--- config.mk ---
export PLATFORM = sky130hd
export DESIGN_NAME = sal_bk_ctrl_flat
export DESIGN_NICKNAME = d
export VERILOG_FILES = /design/src/rtl/sal_bk_pkg.sv /design/src/rtl/sal_bk_ctrl_if.sv /design/src/rtl/sal_bk_timer.sv /design/src/rtl/sal_bk_ctrl.sv /design/src/flat_wrapper.sv
export SDC_FILE = /design/constraint.sdc
export NUM_CORES = 1
export LEC_CHECK = 0
export CAP_MARGIN = 30
export CORE_MARGIN = 8
export CORE_UTILIZATION = 52
export DETAILED_ROUTE_END_ITERATION = 10
export PLACE_DENSITY = 0.87
export SLEW_MARGIN = 30
export SYNTH_ARGS = -nofsm -noshare
export SYNTH_HDL_FRONTEND = slang
export SYNTH_SLANG_ARGS = --single-unit
--- constraint.sdc ---
create_clock -name clk -period 6.19 [get_ports clk]
set_input_delay 0.9285 -clock clk [delete_from_list [all_inputs] [get_ports clk]]
set_output_delay 0.9285 -clock clk [all_outputs]
set_load 0.01 [all_outputs]
--- src/rtl/sal_bk_pkg.sv ---
// Shared definitions for the per-bank DDR2 command requester:
// default geometry and timing values, and the bank state encoding.
package sal_bk_pkg;

  localparam int ROW_AW_DEF  = 14;
  localparam int TIMER_W_DEF = 6;

  localparam int T_RCD_DEF = 3;
  localparam int T_RAS_DEF = 8;
  localparam int T_RP_DEF  = 3;
  localparam int T_RFC_DEF = 26;
  localparam int T_RTP_DEF = 2;
  localparam int T_WTP_DEF = 8;

  typedef enum logic [1:0] {
    CLOSED    = 2'd0,
    OPEN      = 2'd1,
    PRECHARGE = 2'd2,
    REFRESH   = 2'd3
  } bk_state_t;

endpackage

--- src/rtl/sal_bk_ctrl_if.sv ---
// Bank-side signal bundle: upstream read/write request, refresh
// handshake and the req/gnt pairs towards the bank scheduler.
// master = bank controller, slave = upstream + scheduler side.
interface sal_bk_ctrl_if
  import sal_bk_pkg::*;
#(
  parameter int ROW_AW = ROW_AW_DEF
);

  logic              req_valid;
  logic              req_wr;
  logic [ROW_AW-1:0] req_row;
  logic              req_ready;

  logic              ref_pending;
  logic              ref_done;

  logic              act_req, act_gnt;
  logic              rd_req,  rd_gnt;
  logic              wr_req,  wr_gnt;
  logic              pre_req, pre_gnt;
  logic              ref_req, ref_gnt;

  logic [ROW_AW-1:0] act_row;
  logic              bank_open;
  logic [ROW_AW-1:0] open_row;

  modport master (
    input  req_valid, req_wr, req_row, ref_pending,
    input  act_gnt, rd_gnt, wr_gnt, pre_gnt, ref_gnt,
    output req_ready, ref_done,
    output act_req, rd_req, wr_req, pre_req, ref_req,
    output act_row, bank_open, open_row
  );

  modport slave (
    output req_valid, req_wr, req_row, ref_pending,
    output act_gnt, rd_gnt, wr_gnt, pre_gnt, ref_gnt,
    input  req_ready, ref_done,
    input  act_req, rd_req, wr_req, pre_req, ref_req,
    input  act_row, bank_open, open_row
  );

endinterface

--- src/rtl/sal_bk_timer.sv ---
// Load/countdown timer. Loaded with T-1 on a grant, it reaches zero
// exactly T cycles later and then holds at zero. With MAX_LOAD set,
// a new load never shortens a deadline that is already running.
module sal_bk_timer
  import sal_bk_pkg::*;
#(
  parameter int W        = TIMER_W_DEF,
  parameter bit MAX_LOAD = 1'b0
) (
  input  logic         clk,
  input  logic         rst,
  input  logic         load,
  input  logic [W-1:0] load_val,
  output logic [W-1:0] cnt
);

  logic [W-1:0] cnt_dec;

  assign cnt_dec = (cnt == '0) ? '0 : cnt - W'(1);

  // Countdown register: load takes precedence, otherwise saturating decrement.
  // NOTE: sequential state uses non-blocking assignments so every flop samples pre-edge values.
  always_ff @(posedge clk) begin
    if (rst) begin
      cnt <= '0;
    end else if (load) begin
      cnt <= (MAX_LOAD && (cnt_dec > load_val)) ? cnt_dec : load_val;
    end else begin
      cnt <= cnt_dec;
    end
  end

endmodule

--- src/rtl/sal_bk_ctrl.sv ---
// Per-bank DDR2 command requester. Tracks the open row, turns upstream
// read/write requests into ACT/RD/WR/PRE requests, issues REF when a
// refresh is owed, and holds every request off until its timing
// constraint has elapsed. A command is issued on a req & gnt cycle.
module sal_bk_ctrl
  import sal_bk_pkg::*;
#(
  parameter int ROW_AW  = ROW_AW_DEF,
  parameter int TIMER_W = TIMER_W_DEF,
  parameter int T_RCD   = T_RCD_DEF,
  parameter int T_RAS   = T_RAS_DEF,
  parameter int T_RP    = T_RP_DEF,
  parameter int T_RFC   = T_RFC_DEF,
  parameter int T_RTP   = T_RTP_DEF,
  parameter int T_WTP   = T_WTP_DEF
) (
  input  logic          clk,
  input  logic          rst,
  sal_bk_ctrl_if.master bus
);

  localparam logic [TIMER_W-1:0] RCD_LD = TIMER_W'(T_RCD - 1);
  localparam logic [TIMER_W-1:0] RAS_LD = TIMER_W'(T_RAS - 1);
  localparam logic [TIMER_W-1:0] RP_LD  = TIMER_W'(T_RP - 1);
  localparam logic [TIMER_W-1:0] RFC_LD = TIMER_W'(T_RFC - 1);
  localparam logic [TIMER_W-1:0] RTP_LD = TIMER_W'(T_RTP - 1);
  localparam logic [TIMER_W-1:0] WTP_LD = TIMER_W'(T_WTP - 1);

  bk_state_t         state, state_nxt;
  logic [ROW_AW-1:0] open_row;
  logic              ref_done_q, ref_done_nxt;

  logic act_req, rd_req, wr_req, pre_req, ref_req;
  logic act_go, rd_go, wr_go, pre_go, ref_go;

  logic [TIMER_W-1:0] rcd_cnt, ras_cnt, rp_cnt, rtp_cnt;
  logic               row_hit, pre_ok, rp_last;

  assign act_go = act_req & bus.act_gnt;
  assign rd_go  = rd_req  & bus.rd_gnt;
  assign wr_go  = wr_req  & bus.wr_gnt;
  assign pre_go = pre_req & bus.pre_gnt;
  assign ref_go = ref_req & bus.ref_gnt;

  // ACT -> RD/WR spacing
  sal_bk_timer #(.W(TIMER_W)) u_rcd (
    .clk(clk), .rst(rst), .load(act_go), .load_val(RCD_LD), .cnt(rcd_cnt)
  );

  // ACT -> PRE spacing
  sal_bk_timer #(.W(TIMER_W)) u_ras (
    .clk(clk), .rst(rst), .load(act_go), .load_val(RAS_LD), .cnt(ras_cnt)
  );

  // PRE -> ACT/REF and REF -> ACT/REF spacing share one counter
  sal_bk_timer #(.W(TIMER_W)) u_rp (
    .clk(clk), .rst(rst), .load(pre_go | ref_go),
    .load_val(ref_go ? RFC_LD : RP_LD), .cnt(rp_cnt)
  );

  // RD -> PRE and WR -> PRE spacing; the later deadline wins
  sal_bk_timer #(.W(TIMER_W), .MAX_LOAD(1'b1)) u_rtp (
    .clk(clk), .rst(rst), .load(rd_go | wr_go),
    .load_val(wr_go ? WTP_LD : RTP_LD), .cnt(rtp_cnt)
  );

  assign row_hit = (bus.req_row == open_row);
  assign pre_ok  = (ras_cnt == '0) && (rtp_cnt == '0);
  // The shared counter hits zero on the next edge: leave PRECHARGE/REFRESH on that edge.
  assign rp_last = (rp_cnt <= TIMER_W'(1));

  // Request selection and next state; refresh outranks new work, a hit never precharges.
  // NOTE: every output of this block gets a default first so no path can infer a latch.
  always_comb begin
    state_nxt    = state;
    ref_done_nxt = 1'b0;
    act_req      = 1'b0;
    rd_req       = 1'b0;
    wr_req       = 1'b0;
    pre_req      = 1'b0;
    ref_req      = 1'b0;

    unique case (state)
      CLOSED: begin
        if (bus.ref_pending) begin
          ref_req = (rp_cnt == '0);
          if (ref_req && bus.ref_gnt) state_nxt = REFRESH;
        end else if (bus.req_valid) begin
          act_req = (rp_cnt == '0);
          if (act_req && bus.act_gnt) state_nxt = OPEN;
        end
      end
      OPEN: begin
        if (bus.ref_pending) begin
          pre_req = pre_ok;
        end else if (bus.req_valid && row_hit) begin
          rd_req = (rcd_cnt == '0) && !bus.req_wr;
          wr_req = (rcd_cnt == '0) &&  bus.req_wr;
        end else if (bus.req_valid) begin
          pre_req = pre_ok;
        end
        if (pre_req && bus.pre_gnt) state_nxt = PRECHARGE;
      end
      PRECHARGE: begin
        if (rp_last) state_nxt = CLOSED;
      end
      REFRESH: begin
        if (rp_last) begin
          state_nxt    = CLOSED;
          ref_done_nxt = 1'b1;
        end
      end
    endcase

    // A bank held in reset requests nothing.
    if (rst) begin
      act_req = 1'b0;
      rd_req  = 1'b0;
      wr_req  = 1'b0;
      pre_req = 1'b0;
      ref_req = 1'b0;
    end
  end

  // State, open row and the refresh-complete pulse.
  always_ff @(posedge clk) begin
    if (rst) begin
      state      <= CLOSED;
      open_row   <= '0;
      ref_done_q <= 1'b0;
    end else begin
      state      <= state_nxt;
      ref_done_q <= ref_done_nxt;
      if (act_go) open_row <= bus.req_row;
    end
  end

  assign bus.act_req   = act_req;
  assign bus.rd_req    = rd_req;
  assign bus.wr_req    = wr_req;
  assign bus.pre_req   = pre_req;
  assign bus.ref_req   = ref_req;
  assign bus.req_ready = rd_go | wr_go;
  assign bus.ref_done  = ref_done_q;
  assign bus.act_row   = bus.req_row;
  assign bus.bank_open = (state == OPEN);
  assign bus.open_row  = open_row;

endmodule

--- src/flat_wrapper.sv ---
// flat-port wrapper written by rule: the top's interface ports become plain ports
module sal_bk_ctrl_flat import sal_bk_pkg::*;
#(
  parameter int ROW_AW  = ROW_AW_DEF,
  parameter int TIMER_W = TIMER_W_DEF,
  parameter int T_RCD   = T_RCD_DEF,
  parameter int T_RAS   = T_RAS_DEF,
  parameter int T_RP    = T_RP_DEF,
  parameter int T_RFC   = T_RFC_DEF,
  parameter int T_RTP   = T_RTP_DEF,
  parameter int T_WTP   = T_WTP_DEF
)
  (clk, rst, bus_req_valid, bus_req_wr, bus_req_row, bus_ref_pending, bus_act_gnt, bus_rd_gnt, bus_wr_gnt, bus_pre_gnt, bus_ref_gnt, bus_req_ready, bus_ref_done, bus_act_req, bus_rd_req, bus_wr_req, bus_pre_req, bus_ref_req, bus_act_row, bus_bank_open, bus_open_row);
  sal_bk_ctrl_if #(.ROW_AW(ROW_AW)) bus_i ();
  input  logic clk;
  input  logic rst;
  input wire logic [$bits(bus_i.req_valid)-1:0] bus_req_valid;
  input wire logic [$bits(bus_i.req_wr)-1:0] bus_req_wr;
  input wire logic [$bits(bus_i.req_row)-1:0] bus_req_row;
  input wire logic [$bits(bus_i.ref_pending)-1:0] bus_ref_pending;
  input wire logic [$bits(bus_i.act_gnt)-1:0] bus_act_gnt;
  input wire logic [$bits(bus_i.rd_gnt)-1:0] bus_rd_gnt;
  input wire logic [$bits(bus_i.wr_gnt)-1:0] bus_wr_gnt;
  input wire logic [$bits(bus_i.pre_gnt)-1:0] bus_pre_gnt;
  input wire logic [$bits(bus_i.ref_gnt)-1:0] bus_ref_gnt;
  output wire logic [$bits(bus_i.req_ready)-1:0] bus_req_ready;
  output wire logic [$bits(bus_i.ref_done)-1:0] bus_ref_done;
  output wire logic [$bits(bus_i.act_req)-1:0] bus_act_req;
  output wire logic [$bits(bus_i.rd_req)-1:0] bus_rd_req;
  output wire logic [$bits(bus_i.wr_req)-1:0] bus_wr_req;
  output wire logic [$bits(bus_i.pre_req)-1:0] bus_pre_req;
  output wire logic [$bits(bus_i.ref_req)-1:0] bus_ref_req;
  output wire logic [$bits(bus_i.act_row)-1:0] bus_act_row;
  output wire logic [$bits(bus_i.bank_open)-1:0] bus_bank_open;
  output wire logic [$bits(bus_i.open_row)-1:0] bus_open_row;
  assign bus_i.req_valid = bus_req_valid;
  assign bus_i.req_wr = bus_req_wr;
  assign bus_i.req_row = bus_req_row;
  assign bus_i.ref_pending = bus_ref_pending;
  assign bus_i.act_gnt = bus_act_gnt;
  assign bus_i.rd_gnt = bus_rd_gnt;
  assign bus_i.wr_gnt = bus_wr_gnt;
  assign bus_i.pre_gnt = bus_pre_gnt;
  assign bus_i.ref_gnt = bus_ref_gnt;
  assign bus_req_ready = bus_i.req_ready;
  assign bus_ref_done = bus_i.ref_done;
  assign bus_act_req = bus_i.act_req;
  assign bus_rd_req = bus_i.rd_req;
  assign bus_wr_req = bus_i.wr_req;
  assign bus_pre_req = bus_i.pre_req;
  assign bus_ref_req = bus_i.ref_req;
  assign bus_act_row = bus_i.act_row;
  assign bus_bank_open = bus_i.bank_open;
  assign bus_open_row = bus_i.open_row;
  sal_bk_ctrl #(.ROW_AW(ROW_AW), .TIMER_W(TIMER_W), .T_RCD(T_RCD), .T_RAS(T_RAS), .T_RP(T_RP), .T_RFC(T_RFC), .T_RTP(T_RTP), .T_WTP(T_WTP)) u_core (.clk(clk), .rst(rst), .bus(bus_i));
endmodule
### Word level (Yosys, flattened, before mapping)

Index checks and enable logic that the tools add are counted.

| storage, ports and cells | value |
|---|---|
| register bits after elaboration | 41 |
| bits in latches | 0 |
| bits in writable memories | 0 |
| memory bits (read-only) | 0 |
| bits of input ports | 24 |
| output and inout port bits | 36 |
| word-level logic and storage cells | 90 |
| memories | 0 |

| operators by class | value |
|---|---|
| add/sub/neg operators | 4 |
| multipliers | 0 |
| div/mod/pow operators | 0 |
| order comparisons | 2 |
| equality and inequality tests | 9 |
| shifts and indexed selects | 0 |
| mux-type cells | 40 |
| bitwise logic cells | 8 |
| reduce and logical (&&, ||, !) cells | 18 |

Operators by type and width:

| operator | number |
|---|---|
| 2-to-1 mux 6 bit | 5 |
| logical NOT 6 bit | 4 |
| subtractor 6 x 1 -> 6 bit, second input constant | 4 |
| 2-to-1 mux 1 bit | 22 |
| 2-to-1 mux 2 bit | 8 |
| equality test 14 bit | 1 |
| 2-to-1 mux 3 bit | 3 |
| logical AND 1 bit | 7 |
| greater-than comparator 6 bit | 1 |
| less-or-equal comparator 6 x 1 -> 1 bit, second input constant | 1 |
| != test 3 x 2 -> 1 bit, second input constant | 2 |
| case mux 2 bit (3 select lines) | 1 |
| OR reduction 3 bit | 2 |
| AND 1 bit | 5 |
| 2-to-1 mux 5 bit | 1 |
| AND reduction 5 bit | 1 |
| equality test 2 bit, second input constant | 2 |
| != test 2 x 1 -> 1 bit, second input constant | 2 |
| OR reduction 2 bit | 2 |
| != test 3 bit, second input constant | 1 |
| equality test 2 x 1 -> 1 bit, second input constant | 1 |
| logical NOT 2 bit | 1 |
| bitwise OR 1 bit | 2 |
| logical NOT 1 bit | 1 |
| inverter 1 bit | 1 |

### Logic depth before layout (Yosys ltp)

| logic depth | value |
|---|---|
| word-level depth | 11 |
| gate-level depth with buffers | 12 |
| gate-level depth less buffers | 11 |

### By module

Synthesis repeated with hierarchy kept, for this count alone.

| unflattened totals | value |
|---|---|
| cells, all modules | 337 |
| area total of the unflattened synthesis | 2776.4 um^2 |

Modules (own cells, without submodules):

| module | times used | cells each | area each (um^2) | seq. area each (um^2) |
|---|---|---|---|---|
| sal_bk_ctrl | 1 | 146 | 1196.1 | 340.3 |
| sal_bk_timer at u_core.u_ras ... | 3 | 42 | 347.8 | 120.1 |
| sal_bk_timer at u_core.u_rtp | 1 | 65 | 536.8 | 120.1 |

### Least setup slack after synthesis

Ideal clock, no wire load.

| timing path | value |
|---|---|
| path type | input port to flip-flop |
| from | input bus_req_row[8] |
| to | register u_core.u_rtp.cnt[1] |
| library setup time | 0.071 ns |
| arrival time | 3.327 ns |
| slack | 2.793 ns |
| cell stages on the path | 11 |
| cells stage by stage | xnor2_1 nand3_1 or4_4 nor4_4 nand3_1 ha_1 nand2_1 nor4_1 o22a_1 a311o_1 a21oi_1 |

| on the way | value |
|---|---|
| cells in the longest elaborated chain, start to end | 11 |
| elaborated cells on any way between the ends | 17 |

RTL lines:

| item | line | text |
|---|---|---|
| from (decl) | flat_wrapper.sv:19 | `input wire logic [$bits(bus_i.req_row)-1:0] bus_req_row;` |
| equality test 14 bit (*) | sal_bk_ctrl.sv:67 | `assign row_hit = (bus.req_row == open_row);` |
| logical AND 1 bit (*) | sal_bk_ctrl.sv:96 | `end else if (bus.req_valid && row_hit) begin` |
| 2-to-1 mux 1 bit | sal_bk_ctrl.sv:96 |  |
| 2-to-1 mux 1 bit | sal_bk_ctrl.sv:94 | `if (bus.ref_pending) begin` |
| 2-to-1 mux 1 bit | sal_bk_ctrl.sv:83 | `unique case (state)` |
| 2-to-1 mux 1 bit | sal_bk_ctrl.sv:116 | `if (rst) begin` |
| AND 1 bit | sal_bk_ctrl.sv:41 | `assign wr_go = wr_req & bus.wr_gnt;` |
| 2-to-1 mux 3 bit | sal_bk_ctrl.sv:64 | `.load_val(wr_go ? WTP_LD : RTP_LD), .cnt(rtp_cnt)` |
| greater-than comparator 6 bit | sal_bk_timer.sv:27 | `cnt <= (MAX_LOAD && (cnt_dec > load_val)) ? cnt_dec : load_val;` |
| 2-to-1 mux 6 bit | sal_bk_timer.sv:27 |  |
| 2-to-1 mux 6 bit (*) | sal_bk_timer.sv:26 | `end else if (load) begin` |
| to (signal assigned) | sal_bk_timer.sv:27 |  |
| to (signal assigned) | sal_bk_timer.sv:29 | `cnt <= cnt_dec;` |
| to (decl) | sal_bk_timer.sv:14 | `output logic [W-1:0] cnt` |

Every way passes the cells marked *; elsewhere a longest branch is shown, timed or not.
A chain may end at the register's enable or synchronous reset.

### Worst setup path after layout

| timing path | value |
|---|---|
| from | input bus_req_row[3] |
| to | output bus_wr_req |

| on the way | value |
|---|---|
| cells in the longest elaborated chain, start to end | 6 |

RTL lines:

| item | line | text |
|---|---|---|
| equality test 14 bit | sal_bk_ctrl.sv:67 |  |
| logical AND 1 bit | sal_bk_ctrl.sv:96 |  |
| 2-to-1 mux 1 bit | sal_bk_ctrl.sv:96 |  |
| 2-to-1 mux 1 bit | sal_bk_ctrl.sv:94 |  |
| 2-to-1 mux 1 bit | sal_bk_ctrl.sv:83 |  |
| 2-to-1 mux 1 bit | sal_bk_ctrl.sv:116 |  |
| to (decl) | flat_wrapper.sv:30 | `output wire logic [$bits(bus_i.wr_req)-1:0] bus_wr_req;` |

No other way between the ends.

==> flow_summary.toml <==
[yosys]
synthTopCellsByCount = "dfxtp_1, nand2_1, o21ai_0, nor2_1, xnor2_1"
avgSynthCellArea_um2 = 8.39
synth_fp_nets = 298
seq_area_frac_synth = 0.368
synth_warnings = 0
synth_ff_type = "dfxtp_1"
yosys.cell_count.top_type = "dfxtp_1"
synth_top_area_share = 0.368
synth_edf_count = 0
netlist_area_um2 = 2230
yosys-top-cells-area = "dfxtp_1, xnor2_1, buf_4, o21ai_0, ha_1"
synth_cell_types = 40
synthArstFlopShare = 0
synthCells = 266
ys_ff_latch = 41
yosys.area.top_type = "dfxtp_1"

[placement]
dp_hpwl_mm = 4.03
gp_congestion = 0.827
placed_area_um2 = 2760
io_buffers = 59

[sta]
slew_headroom = 0.452
final.min_clock_period_ps = 4340
finalHoldViolations = 0
finalSetupViolCount = 0
clock_skew_ps = 7.04
timing.fmax_ghz = 0.230
final.setup.tns_ps = 0
worst_pin_slew_ps = 822
slew_viol_final = 0
post-route-period-util = 0.701
rsz0062_at_grt = "no"

[grt]
first_global_vias = 2016
antenna_found_initial = 0
grt_overflow = 0
grt_pass1_wl_mm = 8.69
grt_use_total = 0.165
grt_max_degree = 29

[setup_path]
critPathArrivalTime_ps = 3410
worstSetupEndpointType = "output pin"
cpMostUsedCell = "clkdlybuf4s50_1"
worstPathCellList = "clkdlybuf4s50_1 > xnor2_1 > nand3_1 > or4_4 > nor4_4 > and2_1 > clkdlybuf4s50_1"
slowest_delay_ps = 590
critical_path_class = "in2out"
cp_max_fo = 8
critPathRequiredTime_ps = 5260
critPathSlowestCell = "or4_4"
r2r_cells = 11
cp-start-kind = "input pin"

[pwr]
peakVddDrop_mv = 0.161
powerDensity_nw_per_um2 = 408
p_leak_nw = 1.06

[floorplanning]
dieWidth_um = 81.5
die_h_um = 81.5
ios = 60
rows = 24
start_util = 0.527
die_area_um2 = 6640
coreArea_um2 = 4230

[detailed_routing]
wl_mm = 5.17
drtIter0Drc = 128
post_drt_wl_per_cell_um = 14.2
ant_nets = 0
drtPass1Iterations = 4
vias_per_cell = 5.37
vias = 1960
drc = 0

[status]
outcome = "complete, no violations"

[clocking]
cts_tree = "built"
insertion_delay_ps = 290
post-cts-setup-buffers = 0
cts.clk_slew.worst_paths_ps = 80
clock-root-buffer = "clkbuf_8"
cts_resized = 0
cts_max_level = 2
cts_sinks = 41
holdBufCountCts = 0
cts_buffer_depth = 2
cts_buffers = 5

[layout]
final_nets = 344
drive_gt1_frac = 0.0575
syn_to_final_growth_pct = 28.6
antenna_cells = 0
postLayoutCellArea_um2 = 2870

[hold_path]
hold_depth = 1
hold_class = "reg2reg"

[flow_run]
maxCapViolCount = 0
-- per-layer routing --
layer | vias to the layer above | global-route usage | share of wire
met5 | - | 0 | 0
met4 | 0 | 0.0643 | 0.019
met1 | 903 | 0.176 | 0.40
met3 | 9 | 0.0755 | 0.10
li1 | 982 | - | -
met2 | 66 | 0.278 | 0.48
-- registers in the layout (all words and copies together) (netlist names) --
name and cells:
u_core.bus.open_row 14, u_core.u_ras.cnt 6, u_core.u_rcd.cnt 6, u_core.u_rp.cnt 6, u_core.u_rtp.cnt 6, u_core.state 2
u_core.bus.ref_done 1
-- logic make-up (layout without fill, tap and decap cells) --
logic type	Yosys count	in the layout	synth area share
DFF	41	41	0.368
adders and majority gates	8	8	0.0448
and+or+nand+nor	116	116	0.291
muxes	2	2	0.0101
AOI/OAI and AO/OA	43	43	0.110
xor gates and xnor gates	24	24	0.0942
buffers and inverters	32	79	0.0813
-- final timing paths --
check,start,to,slack (ps)
worst min register to register,u_core.u_rcd.cnt[0]$_SDFF_PP0_,u_core.u_rcd.cnt[0]$_SDFF_PP0_,460
worst min-delay path,u_core.u_rcd.cnt[0]$_SDFF_PP0_,u_core.u_rcd.cnt[0]$_SDFF_PP0_,460
worst max register to register,u_core.bus.open_row[8]$_SDFFE_PP0P_,u_core.u_rtp.cnt[1]$_SDFF_PP0_,3090
worst max-delay path,bus_req_row[3],bus_wr_req,1850
-- per-stage QoR --
| step | setup slack, ps | utilization | power, W | hold WS, ps | std cells |
|---|---|---|---|---|---|
| after floorplan | 2790 | - | 0.000822 | 407 | 266 |
| after detailed placement | 1850 | 0.651 | 0.000951 | 446 | 357 |
| after global placement | 1870 | 0.651 | 0.000929 | 422 | 357 |
| after CTS | 1850 | 0.678 | 0.00118 | 460 | 365 |
| after global routing | 1700 | 0.678 | 0.00127 | 480 | 365 |
| final | 1850 | 0.678 | 0.00117 | 457 | 365 |
-- power breakdown --
| part | switching, W | internal [W] | total, W | leakage (nW) |
|---|---|---|---|---|
| clock | 0.0000899 | 0.000131 | 0.000221 | 0.0585 |
| sequential | 0.0000792 | 0.000341 | 0.000420 | 0.336 |
| combinational | 0.000272 | 0.000257 | 0.000530 | 0.670 |
| total | 0.000441 | 0.000730 | 0.00117 | 1.06 |
-- cell type report --
cell class	instances	area [um2]
clock buffer	7	86.3
clock inverter	1	30.0
fill	339	1360
inverter	11	41.3
multi-input combinational	193	1230
sequential	41	821
tap	52	65.1
timing repair buffer	60	598
-- critical path, delay by kind of cell --
family / cells / cell delay [ps]
buffers and inverters: 2 / 1040
and+or+nand+nor: 4 / 1300
xor gates and xnor gates: 1 / 140
-- placed cells by master (no fill, tap or decap), types with 2 or more instances in the layout --
cell             count
and3_1               2
o21ai_0             23
nor2_1              22
nor3b_1              3
nand3b_1             2
inv_1               11
or2_2                2
a211oi_1             2
o31ai_1              2
and2_1               4
ha_1                 8
xnor2_1             21
nor4_4               2
mux2_2               2
clkbuf_8             6
nand3_1              6
or3_1                4
nor3_1              10
a21oi_1             10
nand2b_1            15
or2b_1               5
nand2_1             26
nor4_1               3
dfxtp_1             41
nand4_1              4
clkdlybuf4s50_1     59
xor2_1               3
Power figures use the tool's default switching activity.
